File: src/rtl/axi4_pkg.sv
// Shared types and constants for the AXI4 write-path arbiter.
package axi4_pkg;

    localparam int unsigned AXLEN_W  = 8;
    localparam int unsigned AXSIZE_W = 3;

    typedef enum logic [1:0] {
        IDLE = 2'd0,
        ADDR = 2'd1,
        DATA = 2'd2,
        RESP = 2'd3
    } arb_state_t;

    typedef enum logic [1:0] {
        OKAY   = 2'b00,
        EXOKAY = 2'b01,
        SLVERR = 2'b10,
        DECERR = 2'b11
    } axi_resp_t;

endpackage

File: src/rtl/axi4_rr_arbiter.sv
// Rotating-priority pick: first requester at or after ptr, wrapping around.
// Purely combinational.
module axi4_rr_arbiter #(
    parameter int NUM_M = 2,
    parameter int IDX_W = $clog2(NUM_M)
) (
    input  logic [NUM_M-1:0] req,
    input  logic [IDX_W-1:0] ptr,
    output logic [IDX_W-1:0] gnt_idx,
    output logic             gnt_vld
);

    int unsigned      w_idx;
    logic [IDX_W-1:0] w_sel;

    // Scan candidates in priority order starting at ptr; keep the first hit
    always_comb begin
        gnt_idx = '0;
        gnt_vld = 1'b0;
        w_idx   = 0;
        w_sel   = '0;
        for (int k = 0; k < NUM_M; k++) begin
            w_idx = (32'(ptr) + 32'(k)) % 32'(NUM_M);
            w_sel = IDX_W'(w_idx);
            if (!gnt_vld && req[w_sel]) begin
                gnt_vld = 1'b1;
                gnt_idx = w_sel;
            end
        end
    end

endmodule

File: src/rtl/axi4_wr_arbiter.sv
// Round-robin arbiter sharing one AXI4 write path (AW/W/B) among NUM_M masters.
// One whole transaction (address, burst, response) is granted at a time.
// Optional: define AXI4_WR_ARB_STATS_EN to add per-master completion counters (grant_cnt).
module axi4_wr_arbiter
    import axi4_pkg::*;
#(
    parameter int NUM_M  = 2,
    parameter int ADDR_W = 32,
    parameter int DATA_W = 32,
    localparam int IDX_W = $clog2(NUM_M)
) (
    input  logic                      ACLK,
    input  logic                      ARESET,
    input  logic [NUM_M-1:0]          s_awvalid,
    output logic [NUM_M-1:0]          s_awready,
    input  logic [NUM_M*ADDR_W-1:0]   s_awaddr,
    input  logic [NUM_M*AXLEN_W-1:0]  s_awlen,
    input  logic [NUM_M*AXSIZE_W-1:0] s_awsize,
    input  logic [NUM_M-1:0]          s_wvalid,
    output logic [NUM_M-1:0]          s_wready,
    input  logic [NUM_M*DATA_W-1:0]   s_wdata,
    input  logic [NUM_M-1:0]          s_wlast,
    output logic [NUM_M-1:0]          s_bvalid,
    input  logic [NUM_M-1:0]          s_bready,
    output logic [NUM_M*2-1:0]        s_bresp,
    output logic                      m_awvalid,
    input  logic                      m_awready,
    output logic [ADDR_W-1:0]         m_awaddr,
    output logic [AXLEN_W-1:0]        m_awlen,
    output logic [AXSIZE_W-1:0]       m_awsize,
    output logic                      m_wvalid,
    input  logic                      m_wready,
    output logic [DATA_W-1:0]         m_wdata,
    output logic                      m_wlast,
    input  logic                      m_bvalid,
    output logic                      m_bready,
    input  logic [1:0]                m_bresp,
    output logic [IDX_W-1:0]          grant_id,
    output logic                      busy,
    output logic                      wlast_err
`ifdef AXI4_WR_ARB_STATS_EN
    ,
    output logic [NUM_M*16-1:0]       grant_cnt
`endif
);

    arb_state_t         r_state;
    logic [IDX_W-1:0]   r_grant;
    logic [IDX_W-1:0]   r_ptr;
    logic [AXLEN_W-1:0] r_len;
    logic [AXLEN_W-1:0] r_beat;
    logic               r_err;

    logic [IDX_W-1:0]   w_gnt_idx;
    logic               w_gnt_vld;
    logic [IDX_W-1:0]   w_ptr_nxt;
    logic               w_aw_hs;
    logic               w_w_hs;
    logic               w_b_hs;
    int unsigned        w_g;

    axi4_rr_arbiter #(
        .NUM_M (NUM_M),
        .IDX_W (IDX_W)
    ) u_rr (
        .req     (s_awvalid),
        .ptr     (r_ptr),
        .gnt_idx (w_gnt_idx),
        .gnt_vld (w_gnt_vld)
    );

    assign w_g       = 32'(r_grant);
    assign w_aw_hs   = (r_state == ADDR) && m_awvalid && m_awready;
    assign w_w_hs    = (r_state == DATA) && m_wvalid && m_wready;
    assign w_b_hs    = (r_state == RESP) && m_bvalid && m_bready;
    assign w_ptr_nxt = (r_grant == IDX_W'(NUM_M - 1)) ? '0 : r_grant + 1'b1;

    assign grant_id  = r_grant;
    assign busy      = (r_state != IDLE);
    assign wlast_err = r_err;

    // Route only the channel owned by the current phase; everything else stays 0
    always_comb begin
        s_awready = '0;
        s_wready  = '0;
        s_bvalid  = '0;
        s_bresp   = '0;
        m_awvalid = 1'b0;
        m_awaddr  = '0;
        m_awlen   = '0;
        m_awsize  = '0;
        m_wvalid  = 1'b0;
        m_wdata   = '0;
        m_wlast   = 1'b0;
        m_bready  = 1'b0;
        case (r_state)
            ADDR: begin
                m_awvalid          = s_awvalid[r_grant];
                m_awaddr           = s_awaddr[w_g*ADDR_W +: ADDR_W];
                m_awlen            = s_awlen[w_g*AXLEN_W +: AXLEN_W];
                m_awsize           = s_awsize[w_g*AXSIZE_W +: AXSIZE_W];
                s_awready[r_grant] = m_awready;
            end
            DATA: begin
                m_wvalid          = s_wvalid[r_grant];
                m_wdata           = s_wdata[w_g*DATA_W +: DATA_W];
                m_wlast           = s_wlast[r_grant];
                s_wready[r_grant] = m_wready;
            end
            RESP: begin
                s_bvalid[r_grant]   = m_bvalid;
                s_bresp[w_g*2 +: 2] = m_bresp;
                m_bready            = s_bready[r_grant];
            end
            default: ;
        endcase
    end

    // Transaction FSM, beat counter and sticky WLAST-position error
    always_ff @(posedge ACLK or posedge ARESET) begin
        if (ARESET) begin
            r_state <= IDLE;
            r_grant <= '0;
            r_ptr   <= '0;
            r_len   <= '0;
            r_beat  <= '0;
            r_err   <= 1'b0;
        end else begin
            case (r_state)
                IDLE: begin
                    if (w_gnt_vld) begin
                        r_grant <= w_gnt_idx;
                        r_state <= ADDR;
                    end
                end
                ADDR: begin
                    if (w_aw_hs) begin
                        r_len   <= m_awlen;
                        r_beat  <= '0;
                        r_state <= DATA;
                    end
                end
                DATA: begin
                    if (w_w_hs) begin
                        r_beat <= r_beat + 1'b1;
                        // Error if WLAST arrives early/late, or AWLEN is reached without WLAST
                        if ((r_beat == r_len) != m_wlast) begin
                            r_err <= 1'b1;
                        end
                        if (m_wlast) begin
                            r_state <= RESP;
                        end
                    end
                end
                RESP: begin
                    if (w_b_hs) begin
                        r_ptr   <= w_ptr_nxt;
                        r_state <= IDLE;
                    end
                end
                default: r_state <= IDLE;
            endcase
        end
    end

`ifdef AXI4_WR_ARB_STATS_EN
    // Per-master count of completed B handshakes, saturating
    always_ff @(posedge ACLK or posedge ARESET) begin
        if (ARESET) begin
            grant_cnt <= '0;
        end else if (w_b_hs && (grant_cnt[w_g*16 +: 16] != 16'hFFFF)) begin
            grant_cnt[w_g*16 +: 16] <= grant_cnt[w_g*16 +: 16] + 16'd1;
        end
    end
`endif

endmodule
File: config.mk
export PLATFORM = sky130hd
export DESIGN_NAME = axi4_wr_arbiter
export DESIGN_NICKNAME = d
export VERILOG_FILES = /design/src/rtl/axi4_pkg.sv /design/src/rtl/axi4_rr_arbiter.sv /design/src/rtl/axi4_wr_arbiter.sv
export SDC_FILE = /design/constraint.sdc
export NUM_CORES = 1
export LEC_CHECK = 0
export ABC_AREA = 1
export CAP_MARGIN = 25
export CORE_AREA = 2 2 101 103
export CTS_BUF_LIST = sky130_fd_sc_hd__clkbuf_16
export DETAILED_ROUTE_END_ITERATION = 7
export DIE_AREA = 0 0 103 105
export GPL_ROUTABILITY_DRIVEN = 0
export PLACE_DENSITY = 0.81
export SLEW_MARGIN = 5
export SYNTH_ARGS = -nofsm -noshare
export SYNTH_HDL_FRONTEND = slang
export SYNTH_SLANG_ARGS = --single-unit
File: constraint.sdc
create_clock -name ACLK -period 1.9 [get_ports ACLK]
set_clock_uncertainty 0.1 [all_clocks]
set_input_delay 0.285 -clock ACLK [delete_from_list [all_inputs] [get_ports ACLK]]
set_output_delay 0.285 -clock ACLK [all_outputs]
set_load 0.01 [all_outputs]
# Yosys cells after proc, flatten, opt, wreduce, memory -nomap -nowiden
# Index checks and enable logic that the tools add are counted.
# W data, S select, Z words.
[word_totals] regBits=21 input_bits=165 out_inout_bits=92 wordCells=93
[op_classes] addsub=4 mul=1 n_lt_le_gt_ge=4 eq_ne=10 shifts=6 muxes=40 bitwise=4 reduce_logical=18
[op_table] operator="$shiftx A64 B7 Y32" n=2
[op_table] operator="$mux W32" n=2
[op_table] operator="$neg A2 Y34" n=1
[op_table] operator="$shift A2 B34 Y4 const A" n=1
[op_table] operator="$shiftx A2 B34 Y4" n=1
[op_table] operator="$mux W8" n=3
[op_table] operator="$mux W1" n=22
[op_table] operator="$mux W2" n=8
[op_table] operator="$pmux W8 S2" n=1
[op_table] operator="$shiftx A16 B5 Y8" n=1
[op_table] operator="$add A8 B1 Y8 const B" n=1
[op_table] operator="$eq A8 B8 Y1" n=1
[op_table] operator="$logic_and A1 B1 Y1" n=8
[op_table] operator="$ne A2 B2 Y1 const B" n=4
[op_table] operator="$pmux W2 S4" n=1
[op_table] operator="$and A2 B2 Y2" n=3
[op_table] operator="$lt A1 B2 Y1 const B" n=3
[op_table] operator="$reduce_and A2 Y1" n=3
[op_table] operator="$reduce_and A3 Y1" n=2
[op_table] operator="$shiftx A6 B4 Y3" n=1
[op_table] operator="$reduce_and A5 Y1" n=1
[op_table] operator="$and A4 B4 Y4" n=1
[op_table] operator="$eq A2 B2 Y1 const B" n=2
[op_table] operator="$mux W4" n=1
[op_table] operator="other kinds (11)" n=13

# Depth between registers and ports, before layout
[logic_depth] depth_word=8 ltp_mapped=10 ltp_nobuf=9

# Modules after synthesis
# From an unflattened synthesis, not the netlist that was laid out.
[hier_totals] cells_unflattened=465 area_unflattened_um2=2544.9
[by_module_without_submodules] module="axi4_wr_arbiter" n_inst=1 cells_each=461 area_each_um2=2526.2 seq_area_each_um2=525.5
[by_module_without_submodules] module="axi4_rr_arbiter" n_inst=1 cells_each=4 area_each_um2=18.8 seq_area_each_um2=0.0

# Worst setup path after synthesis
# Ideal clock, no wire load.
[synth_path] path_type="reg2out" startpoint="register r_state[1]" endpoint="output m_awaddr[10]" arrival_ns=1.434 required_time_ns=1.515 path_slack_ns=0.081 path_stages_with_launch=7 n_path_buf=2 path_cell_list="dfrtp_1 inv_1 ha_1 clkinv_1 buf_2 buf_1 a21oi_1"
[synth_via] elab_chain_cells=2
[synth_lines] item="start, declared" line_no="axi4_wr_arbiter.sv:47" rtl="arb_state_t r_state;"
[synth_lines] item="start signal, assigned" line_no="axi4_wr_arbiter.sv:122" rtl="r_state <= IDLE;"
[synth_lines] item="start signal, assigned" line_no="axi4_wr_arbiter.sv:133" rtl="r_state <= ADDR;"
[synth_lines] item="start signal, assigned" line_no="axi4_wr_arbiter.sv:140" rtl="r_state <= DATA;"
[synth_lines] item="$eq A2 B1 Y1" line_no="axi4_wr_arbiter.sv:96" rtl="case (r_state)"
[synth_lines] item="$mux W32" line_no="axi4_wr_arbiter.sv:96"
[synth_lines] item="end, declared" line_no="axi4_wr_arbiter.sv:28" rtl="output logic [ADDR_W-1:0] m_awaddr,"
# No other way between the ends.

# Final worst setup path
[layout_path] startpoint="register r_state[1]" endpoint="output m_awaddr[17]"
# Same word-level chain as after synthesis.

==> metrics.txt <==
Die ar.=10,800 um2; Post-CTS Hold Buffers=0; kind of critical path=reg2out; # fillers=847; PortBufs=256; Post-synth EDFFs=0; vias in the first global route=4,202; syn_area_per_cell=5.47 um2; CP max FO=5; top cells by area, synth=nand2_1 34%, dfrtp_1 21%, a21oi_1 9.2%; Syn Inst Count=459; I/O pin count=257; gr ovfl total=0; fmax=500 MHz; antenna diode count=0; Cell Rows=36; instance area after placement=5520 um2; count leader, synth=nand2_1; maximum VDD drop=0.000758 V; initial core utilization=26.1%; Top delay family on crit path=buffers and inverters; clock sinks=21; Synthesized Nets=629; pre-CTS setup slack=-0.307 ns; reg2reg setup slack=0.01 ns; Worst R2R End=r_state[0]; P_leak=3.04 nW; post-route ant nets=0; Hold/Removal Path Class=in2async; DR WL/cell=16.3 um; H-tree depth=1; Tmin final=2.00 ns; mapped cell area=2510 um2; largest net degree at the start of global routing=35; design area=6220 um2; WP buf/inv=5; clock slew at reported path FFs=0.06 ns; RSZ-0062 raised after global routing=true; CTS tree=built; Synth area leader=nand2_1; top_reg_cell synth=dfrtp_1; post-synthesis sequential area ratio=20.9%; die height=105 um; DP Wirelength=10,100 um; max incr delay on CP=0.43 ns; clk root buf=clkbuf_16; setup slack after layout=-0.0984 ns; asr flop ratio synth=100%; Pins Over Slew Limit=0; drc violations=0; CP Cell Sequence=inv_2 -> ha_4 -> clkinv_8 -> buf_12 -> buf_8 -> a21oi_2 -> buf_2; clk_lat worst skew=0.26 ns; initial drt markers=224; Max Root-Sink Buffers=2; share of the synthesized area in the top cell type=34.1%; Seq cells post-synth=21; crit share post-route=105%; GRT Util Overall=23.0%; Cell variety after synth=32; Setup crit end kind=output port; Critical R2R Launch=r_state[1]; area of the multi-input gates=2150 um2; Core ar.=9640 um2; final core occ=64.5%; crit path launch type=flip-flop; via count=4,394; slowest CP cell=dfrtp_1; Ys Warns=0; Worst Path Required=1.51 ns; Arr. time, crit path=1.61 ns; Fin. Hold Viols=0; status=complete, but fails checks; width of the die=103 um; Post-synth top cells=228 x nand2_1, 46 x a21oi_1, 42 x nand3_1, 29 x inv_1, 21 x dfrtp_1; drt total wl=14,700 um; register area=529 um2; Max-cap violations=0; Reg2Reg Depth=11; share of layout cells above drive strength 1=36.4%; Area Growth Syn to Fin=148%; via/cell ratio=4.88; initial antenna violation count=0; Slew HR=79.3%; Pre-Repair DR Iteration Count=5; failing checks=setup timing; power per cell area=1240 nW/um2; fin nets=938; cts bufs inserted=3; worst-margin pin slew=0.308 ns; Final setup viols=39; first-pass GRT wire length=20,100 um
==> worst register-to-register path, stage by stage, from the launching register on <==
cell	delay [ns]
dfrtp_1	0.43
buf_6	0.14
ha_4	0.16
buf_6	0.14
buf_6	0.14
buf_6	0.13
nand2_2	0.07
nand2_1	0.06
nor2_2	0.15
nand2_2	0.09
nand2_1	0.08
o21ai_1	0.08
==> layout make-up <==
cell class                 count  share of cell area, %
timing repair buffer         331                   50.6
clock inverter                 1                 0.0805
multi-input combinational    379                   34.6
sequential                    21                   8.51
clock buffer                   3                   1.21
inverter                      32                   2.29
tap                          133                   2.68
==> routing by layer <==
layer	vias up	share of wire (%)	track usage [%]
li1	2074	-	-
met1	2013	36	26.4
met2	265	53	42.2
met3	42	8.5	3.95
met4	0	3.2	7.52
met5	-	0	0
==> state kept, by name (all words and copies together), names as in the netlist <==
signal	cells
r_len	8
r_ptr	1
wlast_err	1
grant_id	1
r_state	2
r_beat	8
==> worst max path at each step <==
stage | endpoint | from | cells after the start | slack [ns]
floorplan | m_awaddr[10] | r_state[1] | 6 | 0.08
global placement | m_awaddr[21] | r_state[1] | 7 | -0.23
detailed placement | m_awaddr[15] | r_state[1] | 7 | -0.31
CTS | m_wvalid | grant_id | 4 | -0.08
global route | m_awaddr[17] | r_state[1] | 7 | -0.15
finish | m_awaddr[17] | r_state[1] | 7 | -0.1
==> where the power goes <==
group / leakage (nW) / internal [mW] / total [mW] / switching, mW
registers: 0.274 / 0.595 / 0.745 / 0.150
logic: 2.73 / 3.16 / 6.49 / 3.34
clock network: 0.0409 / 0.283 / 0.462 / 0.179
total: 3.04 / 4.04 / 7.70 / 3.66
==> cells in the final DEF (no fill, tap or decap), types with 6 or more instances in the layout <==
cell type / n
a21oi_1: 9
a21oi_2: 31
clkbuf_2: 7
buf_6: 25
inv_1: 26
buf_4: 39
nor2_1: 14
a21oi_4: 8
clkbuf_16: 10
nand2_1: 188
nand2_2: 30
clkdlybuf4s50_1: 165
nand2_4: 14
o21ai_1: 6
buf_12: 8
nand3_1: 42
buf_2: 71
dfrtp_1: 20
==> cell families after synthesis <==
logic type / count (synthesis) / synth area share (%)
simple gates: 302 / 48.9
flops: 21 / 20.9
fa+ha+maj: 5 / 2.49
xor+xnor: 4 / 1.39
buf+inv: 60 / 11.1
compound gates: 67 / 15.2
==> per-stage QoR <==
step	TNS (ns)	std cells	hold slack, ns	total power [mW]
after floorplan	0	459	0.162	3.09
after global placement	-11.67	868	0.351	5.59
after detailed placement	-16.03	868	0.360	5.69
after CTS	-1.61	885	0.292	6.42
after global routing	-4.60	900	0.325	8.21
final	-1.41	900	0.277	7.70
==> repair_timing <==
| item | 4_1_cts | 5_1_grt |
|---|---|---|
| gates resized for setup | 389 | 140 |
| setup endpoints to repair | 97 | 93 |
| cloned | 5 | 10 |
| setup buffers | 9 | 8 |
| pin swaps | 4 | 22 |
Note: power is estimated with default switching activity, not from simulation.
